### src/rtl/zeroheti_pkg.sv
// zeroHETI shared definitions: machine-timer window offsets, register selector and byte-merge helper.
package zeroheti_pkg;

  localparam logic [31:0] MtimerAddr     = 32'h0000_2100;
  localparam logic [31:0] MtimeLoOffs    = 32'h0000_0000;
  localparam logic [31:0] MtimeHiOffs    = 32'h0000_0004;
  localparam logic [31:0] MtimecmpLoOffs = 32'h0000_0008;
  localparam logic [31:0] MtimecmpHiOffs = 32'h0000_000C;
  localparam logic [31:0] MtimerCtrlOffs = 32'h0000_0010;
  localparam logic [31:0] MtimerWinSize  = 32'h0000_0014;

  typedef enum logic [2:0] {
    MTIMER_MTIME_LO = 3'd0,
    MTIMER_MTIME_HI = 3'd1,
    MTIMER_CMP_LO   = 3'd2,
    MTIMER_CMP_HI   = 3'd3,
    MTIMER_CTRL     = 3'd4
  } mtimer_reg_e;

  function automatic logic [31:0] be_merge(input logic [31:0] old_val,
                                           input logic [31:0] wdata,
                                           input logic [3:0]  be);
    logic [31:0] res;
    for (int i = 0; i < 4; i++) begin
      res[i*8 +: 8] = be[i] ? wdata[i*8 +: 8] : old_val[i*8 +: 8];
    end
    return res;
  endfunction

endpackage

### src/rtl/zeroheti_prescaler.sv
// Tick generator for the machine timer: one tick every (prescale+1) enabled cycles.
// Compiled only when MTIMER_PRESCALER_EN is defined.
`ifdef MTIMER_PRESCALER_EN
module zeroheti_prescaler (
  input  logic       clk_i,
  input  logic       rst_ni,
  input  logic       enable_i,
  input  logic [7:0] prescale_i,
  input  logic       clear_i,
  output logic       tick_o
);

  logic [7:0] cnt_r;
  logic       wrap_s;

  assign wrap_s = (cnt_r == prescale_i);
  assign tick_o = enable_i && wrap_s;

  // Prescale counter, restarted by any control write
  always_ff @(posedge clk_i or negedge rst_ni) begin
    if (!rst_ni) begin
      cnt_r <= 8'h00;
    end else if (clear_i) begin
      cnt_r <= 8'h00;
    end else if (enable_i) begin
      cnt_r <= wrap_s ? 8'h00 : cnt_r + 8'h01;
    end else begin
      cnt_r <= cnt_r;
    end
  end

endmodule
`endif

### src/rtl/zeroheti_mtimer.sv
// RISC-V machine timer OBI responder (mtime, mtimecmp, ctrl) with level timer interrupt.
// Optional prescaler enabled by defining MTIMER_PRESCALER_EN.
module zeroheti_mtimer
  import zeroheti_pkg::*;
#(
  parameter logic [31:0] BaseAddr  = MtimerAddr,
  parameter logic [63:0] CmpRstVal = 64'hFFFF_FFFF_FFFF_FFFF
) (
  input  logic        clk_i,
  input  logic        rst_ni,
  input  logic        req_i,
  output logic        gnt_o,
  input  logic [31:0] addr_i,
  input  logic        we_i,
  input  logic [3:0]  be_i,
  input  logic [31:0] wdata_i,
  output logic        rvalid_o,
  output logic [31:0] rdata_o,
  output logic        err_o,
  output logic        timer_irq_o
);

  logic [63:0] mtime_r, mtime_nxt_s, mtime_wr_val_s;
  logic [63:0] mtimecmp_r, mtimecmp_nxt_s;
  logic        enable_r, enable_nxt_s;
  logic [7:0]  prescale_rd_s;
  logic [31:0] offset_s, reg_val_s, rdata_r;
  logic        err_s, rd_s, wr_s, mtime_wr_s, ctrl_wr_s, tick_s;
  logic        rvalid_r, err_r, irq_r;
  mtimer_reg_e reg_sel_s;

  assign gnt_o       = req_i;
  assign rvalid_o    = rvalid_r;
  assign rdata_o     = rdata_r;
  assign err_o       = err_r;
  assign timer_irq_o = irq_r;

`ifdef MTIMER_PRESCALER_EN
  logic [7:0] prescale_r, prescale_nxt_s;
  assign prescale_rd_s = prescale_r;

  zeroheti_prescaler u_prescaler (
    .clk_i      (clk_i),
    .rst_ni     (rst_ni),
    .enable_i   (enable_r),
    .prescale_i (prescale_r),
    .clear_i    (ctrl_wr_s),
    .tick_o     (tick_s)
  );
`else
  assign prescale_rd_s = 8'h00;
  assign tick_s        = enable_r;
`endif

  // Address decode; addresses below the base wrap to a large offset and fault
  always_comb begin
    offset_s  = addr_i - BaseAddr;
    err_s     = (offset_s >= MtimerWinSize) || (addr_i[1:0] != 2'b00);
    reg_sel_s = mtimer_reg_e'(offset_s[4:2]);
    rd_s      = req_i && !we_i && !err_s;
    wr_s      = req_i && we_i && !err_s;
  end

  // Read mux over the current (pre-update) register values
  always_comb begin
    case (reg_sel_s)
      MTIMER_MTIME_LO: reg_val_s = mtime_r[31:0];
      MTIMER_MTIME_HI: reg_val_s = mtime_r[63:32];
      MTIMER_CMP_LO:   reg_val_s = mtimecmp_r[31:0];
      MTIMER_CMP_HI:   reg_val_s = mtimecmp_r[63:32];
      MTIMER_CTRL:     reg_val_s = {16'h0000, prescale_rd_s, 7'h00, enable_r};
      default:         reg_val_s = 32'h0000_0000;
    endcase
  end

  // Register writes; a non-empty mtime write takes priority over counting
  always_comb begin
    mtime_wr_val_s = mtime_r;
    mtimecmp_nxt_s = mtimecmp_r;
    enable_nxt_s   = enable_r;
    mtime_wr_s     = 1'b0;
    ctrl_wr_s      = 1'b0;
`ifdef MTIMER_PRESCALER_EN
    prescale_nxt_s = prescale_r;
`endif
    if (wr_s) begin
      case (reg_sel_s)
        MTIMER_MTIME_LO: begin
          mtime_wr_val_s[31:0] = be_merge(mtime_r[31:0], wdata_i, be_i);
          mtime_wr_s           = (be_i != 4'b0000);
        end
        MTIMER_MTIME_HI: begin
          mtime_wr_val_s[63:32] = be_merge(mtime_r[63:32], wdata_i, be_i);
          mtime_wr_s            = (be_i != 4'b0000);
        end
        MTIMER_CMP_LO: mtimecmp_nxt_s[31:0]  = be_merge(mtimecmp_r[31:0], wdata_i, be_i);
        MTIMER_CMP_HI: mtimecmp_nxt_s[63:32] = be_merge(mtimecmp_r[63:32], wdata_i, be_i);
        MTIMER_CTRL: begin
          ctrl_wr_s    = 1'b1;
          enable_nxt_s = be_i[0] ? wdata_i[0] : enable_r;
`ifdef MTIMER_PRESCALER_EN
          prescale_nxt_s = be_i[1] ? wdata_i[15:8] : prescale_r;
`endif
        end
        default: ctrl_wr_s = 1'b0;
      endcase
    end else begin
      mtime_wr_s = 1'b0;
    end

    if (mtime_wr_s) begin
      mtime_nxt_s = mtime_wr_val_s;
    end else if (tick_s) begin
      mtime_nxt_s = mtime_r + 64'd1;
    end else begin
      mtime_nxt_s = mtime_r;
    end
  end

  // Timer state registers
  always_ff @(posedge clk_i or negedge rst_ni) begin
    if (!rst_ni) begin
      mtime_r    <= 64'd0;
      mtimecmp_r <= CmpRstVal;
      enable_r   <= 1'b0;
`ifdef MTIMER_PRESCALER_EN
      prescale_r <= 8'h00;
`endif
    end else begin
      mtime_r    <= mtime_nxt_s;
      mtimecmp_r <= mtimecmp_nxt_s;
      enable_r   <= enable_nxt_s;
`ifdef MTIMER_PRESCALER_EN
      prescale_r <= prescale_nxt_s;
`endif
    end
  end

  // OBI response, one cycle after grant, plus registered compare
  always_ff @(posedge clk_i or negedge rst_ni) begin
    if (!rst_ni) begin
      rvalid_r <= 1'b0;
      err_r    <= 1'b0;
      rdata_r  <= 32'h0000_0000;
      irq_r    <= 1'b0;
    end else begin
      rvalid_r <= req_i;
      err_r    <= req_i && err_s;
      rdata_r  <= rd_s ? reg_val_s : 32'h0000_0000;
      irq_r    <= (mtime_r >= mtimecmp_r);
    end
  end

endmodule
### config.mk
export PLATFORM = sky130hd
export DESIGN_NAME = zeroheti_mtimer
export DESIGN_NICKNAME = d
export VERILOG_FILES = /design/src/rtl/zeroheti_pkg.sv /design/src/rtl/zeroheti_prescaler.sv /design/src/rtl/zeroheti_mtimer.sv
export SDC_FILE = /design/constraint.sdc
export NUM_CORES = 1
export LEC_CHECK = 0
export BUFFER_PORTS_ARGS = -buffer_cell sky130_fd_sc_hd__buf_2
export CAP_MARGIN = 20
export CORE_MARGIN = 4
export CORE_UTILIZATION = 45
export DETAILED_ROUTE_END_ITERATION = 6
export MAX_ROUTING_LAYER = met4
export PLACE_DENSITY = 0.61
export SLEW_MARGIN = 20
export SYNTH_ARGS = -nofsm -noshare
export SYNTH_HDL_FRONTEND = slang
export SYNTH_SLANG_ARGS = --single-unit
### constraint.sdc
create_clock -name clk_i -period 3.2 [get_ports clk_i]
set_input_delay 0.96 -clock clk_i [delete_from_list [all_inputs] [get_ports clk_i]]
set_output_delay 0.96 -clock clk_i [all_outputs]
set_load 0.02 [all_outputs]
==> impl_metrics.csv <==
group,metric,value,unit
worst_setup_path,crit_path_end_kind,"flip-flop",
clock_tree,cts_hold_buf,0,
floorplanning,die-area,25850,um2
worst_setup_path,critPathKind,"in2reg",
logic_synthesis,synthTopCellsByCount,"153 x nor2_1, 100 x dfrtp_1, 73 x inv_1, 70 x nand2_1, 65 x ha_1",
placed_design,post_dp_cell_area,12730,um2
logic_synthesis,synth-seq-area-share,39.83,%
logic_synthesis,synth_area,10500,um2
worst_setup_path,startpoint_type,"input pin",
pwr,total_power,4.615,mW
logic_synthesis,synth_top_area_share,23.82,%
worst_setup_path,cpMaxStageDelayCell,"or4_4",
run,max_cap_violations,0,
floorplanning,fp-row-count,55,
detailed_routing,drtIter0Drc,815,
pwr,p_leak,6.526,nW
finish,fin_nets,1550,
worst_setup_path,crit_top_cell,"buf_6",
logic_synthesis,syn_inst,1151,
logic_synthesis,synth_edf_count,0,
run_status,failed_checks,"negative setup slack",
pwr,p_per_area,305.9,nW/um2
detailed_routing,drc,0,
grt,grt.total_usage,30.65,%
detailed_routing,vias,10590,
logic_synthesis,yosys_warnings,0,
sta,maxSlewViolCount,0,
clock_tree,cts_tree,"yes",
logic_synthesis,yosys.cell_count.top_type,"nor2_1",
floorplanning,initial_utilization,46.11,%
sta,skew,0.01089,ns
logic_synthesis,yosysTopAreaCell,"dfrtp_1",
finish,area_growth_syn_to_layout,43.64,%
worst_setup_path,crit_required,3.50,ns
sta,max-slew-margin-rel,54.68,%
floorplanning,die_h,160.8,um
floorplanning,die_w,160.8,um
worst_setup_path,rr_startpoint,"mtime_r[15]",
worst_setup_path,reg2reg_depth,9,
clock_tree,htreeDepth,4,
clock_tree,clkLatencyLatePin,0.44,ns
sta,tightestPinTransition,0.6746,ns
sta,period_needed,3.601,ns
worst_setup_path,r2r-end,"mtime_r[63]",
sta,final_hold_viol_count,0,
floorplanning,core_area,22780,um2
grt,grt_overflow,0,
sta,max_freq,277.7,MHz
placed_design,dp.cells,1657,
logic_synthesis,synth_area_leaders,"dfrtp_1 24%, dfstp_2 16%, ha_1 7.7%",
detailed_routing,via_per_inst,6.088,
worst_setup_path,critPathArrivalTime,3.90,ns
finish,fillers,1824,
detailed_routing,wirelength,39.00,mm
detailed_routing,ant_nets,0,
finish,drive_gt1_share,46.56,%
grt,grt_pass1_wl,60.32,mm
logic_synthesis,ys.flop_type,"dfrtp_1",
run_status,status,"finished with violations",
worst_setup_path,reg2reg_slack,-0.09,ns
sta,rsz0062_at_grt,"true",
clock_tree,clock_tree.root_cell,"clkbuf_16",
worst_setup_path,crit_fanout,5,
pwr,ir_drop,0.2740,mV
worst_setup_path,crit_path_cell_trace,"buf_6, or4_4, buf_6, o21a_4, or4_4, nand4_4, buf_6, buf_6, o31a_1, buf_4, buf_6, buf_4, nand3_2, nand3_2, o211ai_1",
placed_design,gp_congestion,0.8941,
logic_synthesis,ys_ff_latch,164,
logic_synthesis,synth_cell_types,69,
finish,fin_cells,1739,
finish,diodes,0,
min_path,hp-class,"in2async",
logic_synthesis,async_reset_ff_share,100.0,%
clock_tree,clk_path_buf_depth,2,
worst_setup_path,cpPeakStageDelay,0.56,ns
clock_tree,clk_pin_slew,0.07,ns
logic_synthesis,syn-num-nets,1288,
sta,fin_ws,-0.4011,ns
sta,finalSetupTns,-39.73,ns
grt,antenna_found_initial,0,
detailed_routing,first_pass_iters,6,
grt,grt_start_max_net_pins,59,
finish,finalInstanceArea,15090,um2
clock_tree,cts_buffers,17,
sta,fin_crit_sh,112.5,%
clock_tree,cts_sinks,164,
placed_design,io_buffers,107,
sta,finalSetupViolCount,160,
grt,grt_pass1_vias,10730,
placed_design,place.detailed.hpwl,26.23,mm
detailed_routing,wl_per_cell,22.42,um
logic_synthesis,avgSynthCellArea,9.126,um2
floorplanning,io_pins,108,
## worst max-delay path by stage
stage | start | to | cells past startpoint
after floorplan | addr_i[12] | mtimecmp_r[56] | 8
after global placement | addr_i[12] | rdata_o[29] | 10
after detailed placement | addr_i[12] | mtimecmp_r[31] | 10
after CTS | addr_i[16] | mtimecmp_r[14] | 11
after global routing | addr_i[12] | mtime_r[23] | 15
final | addr_i[12] | mtime_r[23] | 15
## placed cells by master, fill, tap and decap left out, types with 8 or more instances in the layout
cell type  instances
and3_1            18
a21o_1            17
buf_6             58
nor2_2            10
ha_1              65
a221oi_1          13
buf_12            17
o21ai_1           11
a211oi_1          13
a22oi_1           21
nor3_2            21
and3_4             8
a211oi_2          13
nor2_1            99
nor3_1            24
buf_2            104
dfrtp_1          100
o21ai_0           19
nand2_8            8
nand4_1           28
clkbuf_16         17
nor2_4            45
mux2_4            13
nand3_1           28
a21oi_2            9
nor4_1            21
buf_4            106
mux2_2            55
inv_1             73
nand2_1           59
dfstp_2           64
mux2i_1           19
nor2b_1            8
a21oi_1           55
## critical path: cells and delay by family
kind                   cells  cell delay, ns
AND/OR/NAND/NOR            5            1.41
buffers and inverters      7            0.85
AO/OA/AOI/OAI              3            0.66
## kinds of logic after synthesis
kind of cell,after synthesis,synth area share [%]
simple gates,459,21.83
compound gates,253,16.36
flops,164,39.83
buf+inv,120,4.360
mux,90,9.875
fa+ha+maj,65,7.743
## power by group
part           internal, mW  leakage, nW  switching (mW)
clock network          1.26        0.295           0.904
registers              2.08         1.97        0.000349
logic                 0.127         4.26           0.248
total                  3.46         6.53            1.15
## flip-flops by register name, summed over array words and instances (netlist names)
signal,cells
mtime_r,64
mtimecmp_r,64
rdata_o,32
enable_r,1
err_o,1
rvalid_o,1
timer_irq_o,1
## metal layers
layer	vias up	GRT usage [%]	share of wire [%]
li1	4804	-	-
met1	5230	38.67	41
met2	442	49.06	48
met3	111	5.645	7.2
met4	0	12.18	4.0
met5	-	-	0
## final cells by class
type / instances / area [um2] / area share [%]
repair buffers: 289 / 2382 / 15.79
flip-flops and latches: 164 / 4184 / 27.73
clock buffers: 22 / 494.2 / 3.276
well taps: 313 / 391.6 / 2.596
inverters: 73 / 274.0 / 1.816
multi-input cells: 868 / 7239 / 47.98
clock inverters: 10 / 122.6 / 0.8127
## metrics by stage
stage	utilization [%]	hold slack (ns)	worst slack [ns]
floorplan	-	0.4702	-0.7402
global placement	55.89	0.4907	-1.030
detailed placement	55.89	0.4925	-1.066
CTS	63.22	0.5034	-0.3668
global route	66.24	0.5177	-0.4463
finish	66.24	0.4877	-0.4011
## timing repair
action                                  in CTS  in global routing
buffers inserted                            29                 19
endpoints found under the hold margin        0                  0
resized for setup                          138                173
cloned                                      11                  2
endpoints found under the setup margin     162                161
pin swaps                                   59                 76
No activity file was read; power rests on OpenSTA's default activity.
